## config.mk

```make
export PLATFORM = sky130hd
export DESIGN_NAME = clk_div_sched
export DESIGN_NICKNAME = d
export VERILOG_FILES = /design/src/rtl/clk_div_sched.sv
export SDC_FILE = /design/constraint.sdc
export NUM_CORES = 1
export LEC_CHECK = 0
export ABC_AREA = 1
export ABC_CLOCK_PERIOD_IN_PS = 6450
export BUFFER_PORTS_ARGS = -buffer_cell sky130_fd_sc_hd__clkbuf_2
export CORE_MARGIN = 3
export CORE_UTILIZATION = 44
export CTS_CLUSTER_DIAMETER = 120
export CTS_CLUSTER_SIZE = 40
export DETAILED_ROUTE_END_ITERATION = 8
export PLACE_DENSITY = 0.66
export SLEW_MARGIN = 20
export SYNTH_ARGS = -nofsm -noshare
export SYNTH_HDL_FRONTEND = slang
export SYNTH_SLANG_ARGS = --single-unit
```

## constraint.sdc

```tcl
create_clock -name clk -period 6.45 [get_ports clk]
set_clock_uncertainty 0.2 [all_clocks]
set_input_delay 1.29 -clock clk [delete_from_list [all_inputs] [get_ports clk]]
set_output_delay 1.29 -clock clk [all_outputs]
set_load 0.005 [all_outputs]
```

## src/rtl/clk_div_sched.sv

```systemverilog
// Run-time controller for a divide-by-N clock: clean start/stop and ratio changes
// that only take effect on a period boundary, so clk_out never shows a runt pulse.
module clk_div_sched #(
  parameter int unsigned WIDTH   = 4,
  parameter int unsigned DEF_DIV = 6
) (
  input  logic             clk,
  input  logic             reset,
  input  logic             en,
  input  logic             cfg_valid,
  input  logic [WIDTH-1:0] cfg_div,
  output logic             cfg_ready,
  output logic             cfg_err,
  output logic             clk_out,
  output logic             tick,
  output logic             busy,
  output logic [WIDTH-1:0] cur_div
);

  localparam int unsigned HW = WIDTH + 1;

  typedef enum logic [1:0] {
    IDLE  = 2'd0,
    RUN   = 2'd1,
    DRAIN = 2'd2
  } state_t;

  state_t           state_q, state_d;
  logic [WIDTH-1:0] count_q, count_d;
  logic [WIDTH-1:0] cur_div_q, cur_div_d;
  logic [WIDTH-1:0] pend_div_q, pend_div_d;
  logic             pend_q, pend_d;
  logic             clk_out_q, clk_out_d;
  logic             tick_q, tick_d;
  logic             busy_q, busy_d;
  logic             cfg_ready_q, cfg_ready_d;
  logic             cfg_err_q, cfg_err_d;

  logic             xfer_c;
  logic             legal_c;
  logic             wrap_c;
  logic [HW-1:0]    high_len_c;

  assign xfer_c  = cfg_valid && cfg_ready_q;
  assign legal_c = (cfg_div >= WIDTH'(2));
  assign wrap_c  = (count_q == WIDTH'(cur_div_q - WIDTH'(1)));

  // State register and all registered outputs.
  always_ff @(posedge clk or negedge reset) begin
    if (!reset) begin
      state_q     <= IDLE;
      count_q     <= '0;
      cur_div_q   <= WIDTH'(DEF_DIV);
      pend_div_q  <= '0;
      pend_q      <= 1'b0;
      clk_out_q   <= 1'b0;
      tick_q      <= 1'b0;
      busy_q      <= 1'b0;
      cfg_ready_q <= 1'b1;
      cfg_err_q   <= 1'b0;
    end else begin
      state_q     <= state_d;
      count_q     <= count_d;
      cur_div_q   <= cur_div_d;
      pend_div_q  <= pend_div_d;
      pend_q      <= pend_d;
      clk_out_q   <= clk_out_d;
      tick_q      <= tick_d;
      busy_q      <= busy_d;
      cfg_ready_q <= cfg_ready_d;
      cfg_err_q   <= cfg_err_d;
    end
  end

  // Next-state, counter, ratio handshake and next output values.
  always_comb begin
    state_d     = state_q;
    count_d     = count_q;
    cur_div_d   = cur_div_q;
    pend_div_d  = pend_div_q;
    pend_d      = pend_q;
    cfg_err_d   = 1'b0;
    busy_d      = 1'b0;
    clk_out_d   = 1'b0;
    tick_d      = 1'b0;
    cfg_ready_d = 1'b1;
    high_len_c  = '0;

    unique case (state_q)
      IDLE: begin
        count_d = '0;
        // While stopped a legal ratio is applied directly, never left pending.
        if (xfer_c) begin
          if (legal_c) cur_div_d = cfg_div;
          else         cfg_err_d = 1'b1;
        end
        if (en) state_d = RUN;
      end

      RUN, DRAIN: begin
        if (wrap_c) begin
          count_d = '0;
          if (pend_q) begin
            cur_div_d = pend_div_q;
            pend_d    = 1'b0;
          end
        end else begin
          count_d = WIDTH'(count_q + WIDTH'(1));
        end
        // A transfer needs pend_q==0, so it never collides with applying a ratio.
        if (xfer_c) begin
          if (legal_c) begin
            pend_d     = 1'b1;
            pend_div_d = cfg_div;
          end else begin
            cfg_err_d = 1'b1;
          end
        end
        if (en)                    state_d = RUN;
        else if (state_q == RUN)   state_d = DRAIN;
        else if (wrap_c)           state_d = IDLE;
      end

      default: begin
        state_d = IDLE;
        count_d = '0;
      end
    endcase

    busy_d      = (state_d != IDLE);
    high_len_c  = HW'((HW'(cur_div_d) + HW'(1)) >> 1);
    clk_out_d   = busy_d && (HW'(count_d) < high_len_c);
    tick_d      = busy_d && (count_d == '0);
    cfg_ready_d = !pend_d;
  end

  assign cfg_ready = cfg_ready_q;
  assign cfg_err   = cfg_err_q;
  assign clk_out   = clk_out_q;
  assign tick      = tick_q;
  assign busy      = busy_q;
  assign cur_div   = cur_div_q;

endmodule

```

* Word-level counts from Yosys, hierarchy flattened
Cells that the tools add are included.
Word-level totals: register bits 20, latch bits 0, RAM bits 0, memory bits (read-only) 0, input bits 8, output and inout port bits 9, logic and storage cells 47, memories 0
Operators by class: $add $sub $neg 3, multipliers 0, divide/modulo/power cells 0, order comparisons 2, equal/unequal tests 3, shifts and indexed selects 0, multiplexer cells 19, bitwise logic cells 0, reduce and logical (&&, ||, !) cells 10
Operators with widths (count):
- 4-bit two-way mux | 6
- 2-bit two-way mux | 4
- 4-bit case mux with 2 select lines | 1
- 1-bit two-way mux | 7
- 4-bit by 1-bit adder with 5-bit output, second input constant | 1
- 4-bit by 1-bit adder with 4-bit output, second input constant | 1
- 4-bit equality test | 1
- 4-bit by 2-bit greater-or-equal comparator with 1-bit output, second input constant | 1
- 4-bit logical NOT | 1
- 4-bit < comparator | 1
- 2-bit case mux with 2 select lines | 1
- 4-bit by 1-bit subtractor with 4-bit output, second input constant | 1
- 1-bit logical AND | 3
- 3-bit AND reduction | 1
- 3-bit OR reduction | 1
- 2-bit by 1-bit equality test with 1-bit output, second input constant | 1
- 2-bit equality test, second input constant | 1
- 2-bit logical NOT | 1
- 2-bit nonzero test | 1
- 2-bit OR reduction | 1
- 1-bit logical NOT | 1

* Depth between registers and ports, before layout
Gate-level depths: netlist of the first run.
depth after elaboration 8, gate-level depth with buffers 20, mapped depth without buffers 20

* Least setup slack after synthesis of the first run
No wires, ideal clock.
kind input to register, from input cfg_valid, to register clk_out_q (netlist: clk_out), library setup time 0.120 ns, data arrival time 2.821 ns, required time 6.130 ns, setup slack 3.309 ns, stages on the path 15, path buffers 0, cells stage by stage nand2_1 -> inv_1 -> nand2_1 -> o21ai_0 -> a21oi_1 -> nor2_1 -> a21oi_4 -> ha_1 -> xor2_1 -> ha_1 -> nand2_1 -> nand2_1 -> nand3_1 -> nand2_1 -> nor2_1
On the way: word-level cells in the longest chain between the ends 6
RTL lines:
- from (decl) | line 10 | input logic cfg_valid,
- 1-bit logical AND | line 44 | assign xfer_c = cfg_valid && cfg_ready_q;
- 4-bit two-way mux | line 93 | if (xfer_c) begin
- 4-bit case mux with 2 select lines | line 89 | unique case (state_q)
- named net cur_div_d[0] | line 30 | logic [WIDTH-1:0] cur_div_q, cur_div_d;
- 4-bit by 1-bit adder with 5-bit output | line 131 | high_len_c = HW'((HW'(cur_div_d) + HW'(1)) >> 1);
- 4-bit < comparator | line 132 | clk_out_d = busy_d && (HW'(count_d) < high_len_c);
- 1-bit logical AND | line 132
- named net clk_out_d | line 33 | logic clk_out_q, clk_out_d;
- to (signal assigned) | line 67 | clk_out_q <= clk_out_d;
- to (decl) | line 33
The timed path passes the listed nets, and every way through them passes these cells. A chain may end at the register's enable or synchronous reset.

* Worst setup path after layout of the first run
from input cfg_div[2], to register clk_out_q (netlist: clk_out)
On the way: word-level cells in the longest chain between the ends 7
RTL lines:
- from (decl) | line 11 | input logic [WIDTH-1:0] cfg_div,
- 4-bit by 2-bit greater-or-equal comparator with 1-bit output | line 45 | assign legal_c = (cfg_div >= WIDTH'(2));
- 4-bit two-way mux | line 94 | if (legal_c) cur_div_d = cfg_div;
- 4-bit two-way mux | line 93
- 4-bit case mux with 2 select lines | line 89
- named net cur_div_d[0] | line 30
- 4-bit by 1-bit adder with 5-bit output | line 131
- 4-bit < comparator | line 132
- 1-bit logical AND | line 132
- named net clk_out_d | line 33
The timed path passes the listed nets, and every way through them passes these cells.

==> results of run 1 <==
==> final cells by class <==
cell class                      count  area (um2)
Fill cell                         293        1340
Multi-Input combinational cell    128         756
Sequential cell                    20         504
Inverter                           30         113
Timing Repair Buffer               16        80.1
Tap cell                           42        52.6
Clock inverter                      1        30.0
Clock buffer                        3        22.5
==> through the flow <==
step | setup WS (ns) | instances
global placement | 3.11 | 236
finish | 3.33 | 240
detailed placement | 3.04 | 236
global route | 3.12 | 240
CTS | 3.37 | 240
floorplan | 3.31 | 180
==> layer usage <==
| layer | share of wire [%] | vias to the layer above | track usage, % |
|---|---|---|---|
| met1 | 45 | 570 | 21.5 |
| met5 | 0 | - | 0 |
| met2 | 49 | 30 | 27.4 |
| met4 | 1.7 | 0 | 4.96 |
| met3 | 3.8 | 7 | 2.52 |
| li1 | - | 606 | - |
==> how the worst min path moves through the flow <==
| stage | endpoint | slack [ns] | cells past startpoint | start |
|---|---|---|---|---|
| after CTS | pend_div_q[0]$_DFFE_PN0P_ | 0.30 | 2 | pend_div_q[0]$_DFFE_PN0P_ |
| after detailed placement | pend_div_q[0]$_DFFE_PN0P_ | 0.28 | 2 | pend_div_q[0]$_DFFE_PN0P_ |
| after global placement | pend_div_q[0]$_DFFE_PN0P_ | 0.27 | 2 | pend_div_q[0]$_DFFE_PN0P_ |
| final | pend_div_q[0]$_DFFE_PN0P_ | 0.30 | 2 | pend_div_q[0]$_DFFE_PN0P_ |
| after floorplan | pend_div_q[0]$_DFFE_PN0P_ | 0.24 | 2 | pend_div_q[0]$_DFFE_PN0P_ |
| after global routing | pend_div_q[0]$_DFFE_PN0P_ | 0.32 | 2 | pend_div_q[0]$_DFFE_PN0P_ |
==> power groups by stage <==
stage	Clock [mW]	Sequential, mW	Combinational [mW]
3_5_place_dp	0	0.245	0.571
5_1_grt	0.112	0.253	0.655
3_3_place_gp	0	0.244	0.548
2_1_floorplan	0	0.228	0.486
4_1_cts	0.105	0.242	0.574
6_report	0.103	0.242	0.569
==> worst max-delay path, cell delays in order <==
cell	delay, ns
sky130_fd_sc_hd__clkbuf_2	0.08
sky130_fd_sc_hd__inv_1	0.10
sky130_fd_sc_hd__nand3_1	0.10
sky130_fd_sc_hd__nand2_1	0.16
sky130_fd_sc_hd__o21ai_0	0.10
sky130_fd_sc_hd__a21oi_1	0.13
sky130_fd_sc_hd__nor2_1	0.09
sky130_fd_sc_hd__a21oi_4	0.20
sky130_fd_sc_hd__ha_1	0.23
sky130_fd_sc_hd__xor2_1	0.16
sky130_fd_sc_hd__ha_1	0.24
sky130_fd_sc_hd__nand2_1	0.06
sky130_fd_sc_hd__nand2_1	0.04
sky130_fd_sc_hd__nand3_1	0.06
sky130_fd_sc_hd__nand2_1	0.05
sky130_fd_sc_hd__nor2_1	0.07
==> kinds of logic (layout without fill, tap and decap cells) <==
logic type | Yosys count | count (layout) | synth area share, %
flops | 20 | 20 | 35.7
fa+ha+maj | 9 | 9 | 7.98
buf+inv | 32 | 50 | 10.7
compound gates | 28 | 28 | 12.6
simple gates | 88 | 88 | 31.1
xor+xnor | 3 | 3 | 1.86
==> state kept, by name, summed over array words and instances, names as in the netlist <==
name,flops
cfg_err,1
cfg_ready,1
tick,1
state_q,2
clk_out,1
pend_div_q,4
cur_div,4
count_q,4
busy,1
pend_q,1
==> cell usage in the layout (no fill, tap or decap), drive strengths merged <==
master | synthesis | routed
bufinv | 0 | 1
dfstp | 3 | 3
xnor2 | 1 | 1
ha | 9 | 9
nor3 | 1 | 1
o21ai | 14 | 14
dfrtp | 17 | 17
nand4 | 4 | 4
inv | 30 | 30
a41oi | 1 | 1
nor2 | 18 | 18
nand3b | 1 | 1
nand3 | 9 | 9
nand2 | 54 | 54
a21oi | 12 | 12
or2 | 1 | 1
a31o | 1 | 1
xor2 | 2 | 2
clkbuf | 0 | 19
==> out/results.md, run 1 <==
| Stage | Item | This run |
|:---|:---|:---|
| clock tree | Clock Path Buffers | 2 |
| grt | GRT Util Overall | 16.3% |
| placement | Buffers added on ports | 16 |
| grt | Antenna violations before repair | 0 |
| critical path | Capture instance of the worst register-to-register path | clk_out$_DFF_PN0_ |
| logic synthesis | Fraction of registers with async set/reset | 100% |
| timing | Final cycle utilization of the critical path | 48.3% |
| timing | Timing-limited maximum frequency | 321 MHz |
| final layout | Synthesis-to-finish area growth | 10.4% |
| timing | Worst slew pin tran | 0.503 ns |
| clock tree | Setup bufs post-CTS | 0 |
| critical path | CP endpoint kind | flip-flop |
| detailed routing | DRC violations left | 0 |
| logic synthesis | Post-Synthesis Cells | 180 |
| detailed routing | Number of routed nets with antenna violations | 0 |
| clock tree | Post-cts sizing count | 0 |
| clock tree | H-tree depth | 1 |
| logic synthesis | Most repeated cell in the gate-level netlist after synthesis | sky130_fd_sc_hd__nand2_1 |
| detailed routing | Total routed wirelength | 2940 um |
| detailed routing | Router iterations before antenna repair | 5 |
| pwr | Maximum resistive drop on vdd | 0.271 mV |
| run status | Result of the run | finished clean |
| final layout | Final #Nets | 216 |
| pwr | Combinational cell fraction of total power | 62.3% |
| pwr | Total Power | 914 uW |
| pwr | Pwr dens | 587 mW/mm2 |
| grt | Pin count of the biggest net entering global routing | 21 |
| detailed routing | Via count of the routed design | 1213 |
| detailed routing | Ratio of routed vias to standard cells | 5.05 |
| grt | Vias in the first global route | 1145 |
| floorplanning | Placement Rows | 19 |
| logic synthesis | Post-synthesis register bit count | 20 |
| final layout | Util after Layout | 53.7% |
| logic synthesis | Predominant post-synthesis flop cell | sky130_fd_sc_hd__dfrtp_1 |
| clock tree | Total number of clock tree sinks | 20 |
| pwr | Net switching fraction of the power | 49.3% |
| logic synthesis | Distinct cells, synth | 29 |
| placement | DPL Wire Length | 2340 um |
| placement | Total placed instance area | 0.00151 mm2 |
| final layout | Layout cells sized above 1 | 22.2% |
| clock tree | Post-CTS Hold Buffers | 0 |
| timing | Number of max-slew violations in the final report | 0 |
| pwr | Leakage power of the design | 0.816 nW |
| timing | Final total negative setup slack | 0 ns |
| detailed routing | Violation count after the first detailed-routing iteration | 77 |
| final layout | Finished layout cell area | 0.00156 mm2 |
| pwr | Reg power frac | 26.4% |
| logic synthesis | Post-synthesis cell area | 0.00141 mm2 |
| clock tree | Number of CTS-inserted buffers | 3 |
| timing | Unrepaired setup endpoints after global routing | false |
| clock tree | Clock tree from TritonCTS | done |
| floorplanning | Horiz. Die Dim | 62.6 um |
| floorplanning | Initial cell density of the core | 48.7% |
| timing | Worst slew margin relative to its limit | 66.5% |
| critical path | R2r startpoint | cur_div[1]$_DFF_PN1_ |
| floorplanning | Die area | 0.00392 mm2 |
| logic synthesis | Sequential share of the synthesized area | 35.7% |
| hold path | Worst min path class | flip-flop to flip-flop |
| timing | Hold slack final | 0.296 ns |
| logic synthesis | EDFF count, synth | 0 |
| critical path | Crit Path Category | input pin to flip-flop |
| logic synthesis | Count of warnings emitted by yosys | 0 |
| run | Max-capacitance violation count | 0 |
| grt | Overflow after GRT | 0 |
| critical path | Critical path peak fanout | 6 |
| placement | Routability congestion estimate from global placement | 0.855 |
| logic synthesis | Area share of the largest cell type after synthesis | 30.1% |
| final layout | Ant diodes | 0 |
| logic synthesis | Cell taking the most area after synthesis | sky130_fd_sc_hd__dfrtp_1 |
| clock tree | Clk_lat worst skew | 0.31 ns |
| clock tree | Clock slew at reported path FFs | 0.12 ns |
| timing | Final number of hold-violating endpoints | 0 |
| critical path | Minimum setup slack among reg-to-reg paths | 3.46 ns |
| pwr | Internal power of the cells | 463 uW |
| critical path | Required arrival time at the worst endpoint | 6.50 ns |
| critical path | Critical path startpoint | cfg_div[2] |
| pwr | Switching power summed over all nets | 451 uW |
| pwr | Clock share of power | 11.3% |
| floorplanning | Boundary pin count | 17 |
| critical path | Setup crit start kind | input pin |
| floorplanning | Core ar. | 0.00290 mm2 |
| logic synthesis | Syn Nets | 197 |
| logic synthesis | Dominant cells by area after synthesis | sky130_fd_sc_hd__dfrtp_1 (30%), sky130_fd_sc_hd__nand2_1 (12%), sky130_fd_sc_hd__ha_1 (8.0%) |
| floorplanning | Die H | 62.6 um |
| critical path | Crit path capture | clk_out$_DFF_PN0_ |
| clock tree | Buffer cell driving the clock tree root | sky130_fd_sc_hd__clkbuf_4 |
| timing | Count of final setup violators | 0 |
| logic synthesis | Post-synthesis average cell area | 7.84 um2 |
| critical path | R2R depth | 19 |
| detailed routing | Routed length per instance | 12.2 um |
| logic synthesis | Ranking of synthesized cells by instance count | sky130_fd_sc_hd__nand2_1 (46), sky130_fd_sc_hd__inv_1 (26), sky130_fd_sc_hd__dfrtp_1 (17) |
| grt | Global-route wire length before repair | 5190 um |
| timing | Tmin final | 3.12 ns |
| critical path | Worst Path Arrival | 3.17 ns |
Note: power is estimated with default switching activity, not from simulation.
==> run 2: changes to the inputs <==
- ABC_CLOCK_PERIOD_IN_PS: 6450 -> 3200
- clock period: 6.45 -> 3.2 ns (I/O delays scaled with it)
==> run 2 against run 1 <==
  * Utilization unchanged
  * Combinational power grew 100%
  * Register-to-register slack lost 3.2 ns
  * Highest routed layer unchanged
  * Worst setup slack worse by 3.1 ns
  * Via count shrank 1.2%
  * Clock power rose by 110%
  * Worst hold slack got worse by 0.25 ns
  * Design area unchanged
  * Critical path depth rose by 3
  * Sequential power increased by 100%
==> out/results.md, run 2 (synthesis gave the netlist of run 1 again) <==
| Stage | Item | This run |
|:---|:---|:---|
| run status | Result of the run | finished clean |
| grt | Global-route wire length before repair | 5020 um |
| clock tree | Buffer cell driving the clock tree root | sky130_fd_sc_hd__clkbuf_4 |
| grt | Met2 capacity usage during global routing | 25.2% |
| detailed routing | Violation count after the first detailed-routing iteration | 45 |
| final layout | Final #Nets | 216 |
| clock tree | Total number of clock tree sinks | 20 |
| timing | Unrepaired setup endpoints after global routing | false |
| critical path | Worst Path Arrival | 2.97 ns |
| floorplanning | Boundary pin count | 17 |
| detailed routing | DRC violations left | 0 |
| critical path | Worst path cell trace | inv_2 > ha_1 > inv_1 > nand2_1 > nand2_1 > nor2_8 > nand3_4 > nand2_1 > nand2_1 > nand2_1 > a21oi_2 > ha_1 > xor2_1 > ha_1 > nand2_1 > nand2_1 > nand3_1 > nand2_1 > nor2_1 |
| placement | Buffers added on ports | 16 |
| timing | Final total negative setup slack | 0 ns |
| floorplanning | Placement Rows | 19 |
| timing | Tmin final | 2.94 ns |
| floorplanning | Horiz. Die Dim | 62.6 um |
| grt | Overflow after GRT | 0 |
| grt | Most Crowded Layer GR | met2 |
| final layout | # fillers | 301 |
| grt | Pin count of the biggest net entering global routing | 21 |
| hold path | Worst min path class | input pin to asynchronous set/reset pin |
| detailed routing | Total routed wirelength | 2890 um |
| final layout | Layout cells sized above 1 | 22.2% |
| critical path | Setup crit start kind | flip-flop |
| final layout | Most common library cell in the layout ignoring fill and taps | sky130_fd_sc_hd__nand2_1 |
| critical path | Cell occurring most often along the worst timing path | sky130_fd_sc_hd__nand2_1 |
| timing | Final number of hold-violating endpoints | 0 |
| timing | Count of final setup violators | 0 |
| floorplanning | Die H | 62.6 um |
| timing | Worst slew margin relative to its limit | 67.6% |
| detailed routing | Routed length per instance | 12.0 um |
| pwr | Maximum resistive drop on vdd | 0.621 mV |
| placement | Routability congestion estimate from global placement | 0.872 |
| final layout | Synthesis-to-finish area growth | 10.4% |
| critical path | Required arrival time at the worst endpoint | 3.23 ns |
| final layout | Most frequent cells in the layout | sky130_fd_sc_hd__nand2_1 (46), sky130_fd_sc_hd__inv_1 (26), sky130_fd_sc_hd__dfrtp_1 (17), sky130_fd_sc_hd__nor2_1 (16), sky130_fd_sc_hd__clkbuf_2 (16) |
| critical path | Critical path peak fanout | 6 |
| detailed routing | Number of routed nets with antenna violations | 0 |
| detailed routing | Ratio of routed vias to standard cells | 4.99 |
| grt | Antenna violations before repair | 0 |
| timing | Number of max-slew violations in the final report | 0 |
| critical path | Delay of the slowest critical-path stage | 0.62 ns |
| final layout | Final std cells w/o fill | 240 |
| detailed routing | Via count of the routed design | 1198 |
| floorplanning | Initial cell density of the core | 48.7% |
| critical path | CP endpoint kind | flip-flop |
| floorplanning | Core ar. | 0.00290 mm2 |
| grt | GRT Util Overall | 15.9% |
| clock tree | Post-cts sizing count | 0 |
| timing | Worst slew pin tran | 0.485 ns |
| timing | Final cycle utilization of the critical path | 91.9% |
| clock tree | Number of CTS-inserted buffers | 3 |
| clock tree | H-tree depth | 1 |
| grt | M3 GR Usage | 3.06% |
| clock tree | Clock Path Buffers | 2 |
| placement | DPL Wire Length | 2320 um |
| placement | Cell Count Post-Placement | 236 |
| critical path | Library cell contributing the largest single delay on the critical path | sky130_fd_sc_hd__dfstp_2 |
| pwr | Leakage power of the design | 0.816 nW |
| clock tree | Post-CTS Hold Buffers | 0 |
| run | Max-capacitance violation count | 0 |
| clock tree | Setup bufs post-CTS | 0 |
| final layout | Ant diodes | 0 |
| detailed routing | Router iterations before antenna repair | 4 |
| grt | GRT met1 Usage | 21.4% |
| pwr | Pwr dens | 1180 mW/mm2 |
| clock tree | Clk_lat worst skew | 0.32 ns |
| clock tree | Clock tree from TritonCTS | done |
| grt | Vias in the first global route | 1134 |
| clock tree | Clock slew at reported path FFs | 0.13 ns |
| critical path | Crit Path Category | flip-flop to flip-flop |
| floorplanning | Die area | 0.00392 mm2 |
| timing | Hold slack final | 0.0477 ns |
| timing | Timing-limited maximum frequency | 340 MHz |
[run 2: final cells by class]
class,count,area [um2],area share (%)
Clock buffer,3,22.5,1.45
Inverter,30,113,7.23
Sequential cell,20,504,32.4
Multi-Input combinational cell,128,756,48.5
Tap cell,42,52.6,3.37
Clock inverter,1,30.0,1.93
Timing Repair Buffer,16,80.1,5.14
[run 2: final timing paths]
kind / from / end / slack (ns) / depth (start not counted)
max in group asynchronous: reset / cfg_ready$_DFF_PN1_ / 2.39 / 1
worst min-delay path: reset / tick$_DFF_PN0_ / 0.05 / 1
worst min register to register: pend_div_q[0]$_DFFE_PN0P_ / pend_div_q[0]$_DFFE_PN0P_ / 0.30 / 2
min in group clk: pend_div_q[0]$_DFFE_PN0P_ / pend_div_q[0]$_DFFE_PN0P_ / 0.30 / 2
worst max register to register: cur_div[1]$_DFF_PN1_ / clk_out$_DFF_PN0_ / 0.26 / 19
worst max-delay path: cur_div[1]$_DFF_PN1_ / clk_out$_DFF_PN0_ / 0.26 / 19
[run 2: layer usage]
layer	wire, um	share of wire (%)	up-vias
met5	0	0	-
met4	50	1.7	0
met3	96	3.3	7
met2	1350	47	21
met1	1390	48	565
li1	-	-	605
[run 2: stage by stage]
stage	setup slack [ns]	cell area [um2]	util, %	total power [mW]
2_1_floorplan	0.442	1410	-	1.44
3_3_place_gp	0.354	1510	51.9	1.60
3_5_place_dp	0.253	1510	51.9	1.63
4_1_cts	0.234	1560	53.7	1.85
5_1_grt	0.0330	1560	53.7	2.03
6_report	0.258	1560	53.7	1.84
[run 2: where the power goes]
| group | total, mW | internal [mW] | switching [mW] | leakage (nW) |
|---|---|---|---|---|
| clock network | 0.216 | 0.127 | 0.0890 | 0.0279 |
| registers | 0.489 | 0.376 | 0.113 | 0.245 |
| logic | 1.14 | 0.429 | 0.708 | 0.543 |
| total | 1.84 | 0.932 | 0.910 | 0.816 |
[run 2: critical path: cells and delay by family, from the launching register on]
kind | cells | cell delay (ns)
fa+ha+maj | 3 | 0.79
xor+xnor | 1 | 0.17
compound gates | 1 | 0.08
flops | 1 | 0.62
buf+inv | 2 | 0.10
simple gates | 12 | 0.91
==> run 3: changes to the inputs <==
- CELL_PAD_IN_SITES_DETAIL_PLACEMENT: default -> 2
- CELL_PAD_IN_SITES_GLOBAL_PLACEMENT: default -> 2
- CORE_UTILIZATION: 44 -> 33
- PLACE_DENSITY: 0.66 -> 0.8
==> run 3 against run 2 <==
  * Register-to-register slack got worse by 0.09 ns
  * Sequential share of layout area decreased by 1.0 points
  * Count of clock-buffer cells in the layout stayed put
  * Power rose by 11%
==> out/results.md, run 3 (synthesis gave the netlist of run 1 again) <==
| Stage | Item | This run |
|:---|:---|:---|
| pwr | Clock share of power | 12.7% |
| run | Max-capacitance violation count | 0 |
| timing | Worst slew margin relative to its limit | 64.4% |
| grt | GRT Util Overall | 18.3% |
| critical path | Setup crit start kind | flip-flop |
| critical path | CP endpoint kind | flip-flop |
| clock tree | Total number of clock tree sinks | 20 |
| pwr | Leakage power of the design | 0.832 nW |
| grt | Pin count of the biggest net entering global routing | 21 |
| grt | Overflow after GRT | 0 |
| clock tree | Clock Path Buffers | 2 |
| pwr | Switching power summed over all nets | 1.04 mW |
| grt | Vias in the first global route | 1458 |
| timing | Worst slew pin tran | 0.534 ns |
| floorplanning | Boundary pin count | 17 |
| detailed routing | Ratio of routed vias to standard cells | 5.03 |
| final layout | Final #Nets | 218 |
| detailed routing | Number of routed nets with antenna violations | 0 |
| timing | Hold slack final | 0.141 ns |
| detailed routing | DRC violations left | 0 |
| detailed routing | Total routed wirelength | 4400 um |
| detailed routing | Via count of the routed design | 1257 |
| floorplanning | Horiz. Die Dim | 71.4 um |
| clock tree | Clock slew at reported path FFs | 0.09 ns |
| final layout | # fillers | 482 |
| final layout | Layout cells sized above 1 | 25.0% |
| critical path | Critical path peak fanout | 6 |
| detailed routing | Router iterations before antenna repair | 4 |
| final layout | Synthesis-to-finish area growth | 14.2% |
| timing | Worst path setup slack after routing | 0.168 ns |
| final layout | Most common library cell in the layout ignoring fill and taps | sky130_fd_sc_hd__nand2_1 |
| critical path | R2r startpoint | cur_div[1]$_DFF_PN1_ |
| pwr | Pwr dens | 1270 mW/mm2 |
| detailed routing | Violation count after the first detailed-routing iteration | 59 |
| timing | Count of final setup violators | 0 |
| placement | DPL Wire Length | 3360 um |
| floorplanning | Placement Rows | 23 |
| pwr | Internal power of the cells | 1.00 mW |
| final layout | Ant diodes | 0 |
| timing | Tmin final | 3.03 ns |
| clock tree | H-tree depth | 1 |
| floorplanning | Initial cell density of the core | 34.8% |
| pwr | Combinational cell fraction of total power | 63.1% |
| critical path | Crit Path Category | flip-flop to flip-flop |
| detailed routing | Routed length per instance | 17.6 um |
| grt | Global-route wire length before repair | 7180 um |
| hold path | Worst min path class | input pin to asynchronous set/reset pin |
| pwr | Maximum resistive drop on vdd | 0.379 mV |
| final layout | Most frequent cells in the layout | sky130_fd_sc_hd__nand2_1 (45), sky130_fd_sc_hd__inv_1 (26), sky130_fd_sc_hd__nor2_1 (16), sky130_fd_sc_hd__dfrtp_1 (16), sky130_fd_sc_hd__clkbuf_2 (16) |
| timing | Number of max-slew violations in the final report | 0 |
| critical path | Worst Path Arrival | 3.04 ns |
| placement | Routability congestion estimate from global placement | 0.780 |
| clock tree | Clk_lat worst skew | 0.27 ns |
| grt | Antenna violations before repair | 0 |
| critical path | Critical path startpoint | cur_div[1]$_DFF_PN1_ |
| run status | Result of the run | finished clean |
| clock tree | Clock tree from TritonCTS | done |
| placement | Buffers added on ports | 16 |
| timing | Timing-limited maximum frequency | 330 MHz |
| timing | Final number of hold-violating endpoints | 0 |
| floorplanning | Die H | 71.4 um |
| floorplanning | Core ar. | 0.00406 mm2 |
| pwr | Reg power frac | 24.2% |
| clock tree | Number of CTS-inserted buffers | 3 |
| floorplanning | Die area | 0.00510 mm2 |
| placement | Worst slack, placed | 0.132 ns |
| pwr | Net switching fraction of the power | 51.0% |
| critical path | Required arrival time at the worst endpoint | 3.21 ns |
| timing | Final cycle utilization of the critical path | 94.8% |
| clock tree | Buffer cell driving the clock tree root | sky130_fd_sc_hd__clkbuf_8 |
## run 3: cell types whose count changed in the layout (fill, tap and decap cells not counted), sizes merged
cell	delta
buf	+2
## run 3: area by class of cell
| cell class | instances | area [um2] | share of cell area (%) |
|---|---|---|---|
| multi-input cells | 128 | 764 | 47.4 |
| flip-flops and latches | 20 | 505 | 31.4 |
| inverters | 30 | 113 | 6.99 |
| repair buffers | 18 | 95.1 | 5.90 |
| well taps | 50 | 62.6 | 3.88 |
| clock buffers | 3 | 41.3 | 2.56 |
| clock inverters | 1 | 30.0 | 1.86 |
## run 3: path summary, 6_finish.rpt
kind                                              to  slack [ns]  depth (start not counted)
max                                clk_out$_DFF_PN0_        0.17                         17
min                                clk_out$_DFF_PN0_        0.14                          1
max reg2reg                        clk_out$_DFF_PN0_        0.17                         17
min reg2reg                pend_div_q[2]$_DFFE_PN0P_        0.30                          2
max in group asynchronous       cur_div[0]$_DFF_PN0_        2.28                          1
min in group clk           pend_div_q[2]$_DFFE_PN0P_        0.30                          2
## run 3: power groups by stage
stage / combinational, mW / clock [mW] / sequential, mW
final: 1.29 / 0.260 / 0.495
after global routing: 1.46 / 0.276 / 0.519
after CTS: 1.27 / 0.263 / 0.498
after detailed placement: 1.24 / 0 / 0.502
after global placement: 1.14 / 0 / 0.493
after floorplan: 0.979 / 0 / 0.459
## run 3: timing repair
action / in CTS / in global routing
hold endpoints to repair: 0 / 0
hold buffers: 0 / 0
setup endpoints to repair: 0 / 1
gates resized for setup: 0 / 4
setup buffers: 0 / 2
## run 3: per-layer routing
metal | up-vias | share of wire, % | track usage (%)
li1 | 610 | - | -
met2 | 14 | 53 | 33.3
met1 | 625 | 43 | 21.8
met4 | 0 | 2.0 | 6.05
met3 | 8 | 1.8 | 2.95
met5 | - | 0 | 0
## run 3: stage by stage
stage | utilization, % | instance area (um2) | power, mW | TNS (ns) | cells
6_report | 39.7 | 1610 | 2.05 | 0 | 250
2_1_floorplan | - | 1410 | 1.44 | 0 | 180
5_1_grt | 39.7 | 1610 | 2.25 | -0.0278 | 250
3_3_place_gp | 37.3 | 1520 | 1.63 | 0 | 244
3_5_place_dp | 37.3 | 1520 | 1.75 | 0 | 244
4_1_cts | 39.1 | 1590 | 2.03 | 0 | 248
## run 3: worst max-delay path: stages, from the launching register on
cell and delay (ns):
sky130_fd_sc_hd__dfstp_2 0.60, sky130_fd_sc_hd__inv_2 0.06, sky130_fd_sc_hd__ha_1 0.29, sky130_fd_sc_hd__inv_1 0.06
sky130_fd_sc_hd__nand2_1 0.06, sky130_fd_sc_hd__nand2_2 0.11, sky130_fd_sc_hd__nor2_8 0.05, sky130_fd_sc_hd__nand3_4 0.12
sky130_fd_sc_hd__nand2_1 0.07, sky130_fd_sc_hd__nand2_1 0.06, sky130_fd_sc_hd__nand2_1 0.10, sky130_fd_sc_hd__a21oi_2 0.24
sky130_fd_sc_hd__ha_2 0.23, sky130_fd_sc_hd__nand3_1 0.11, sky130_fd_sc_hd__ha_1 0.33, sky130_fd_sc_hd__a21oi_2 0.15
sky130_fd_sc_hd__nand2_1 0.06, sky130_fd_sc_hd__nor2_1 0.08
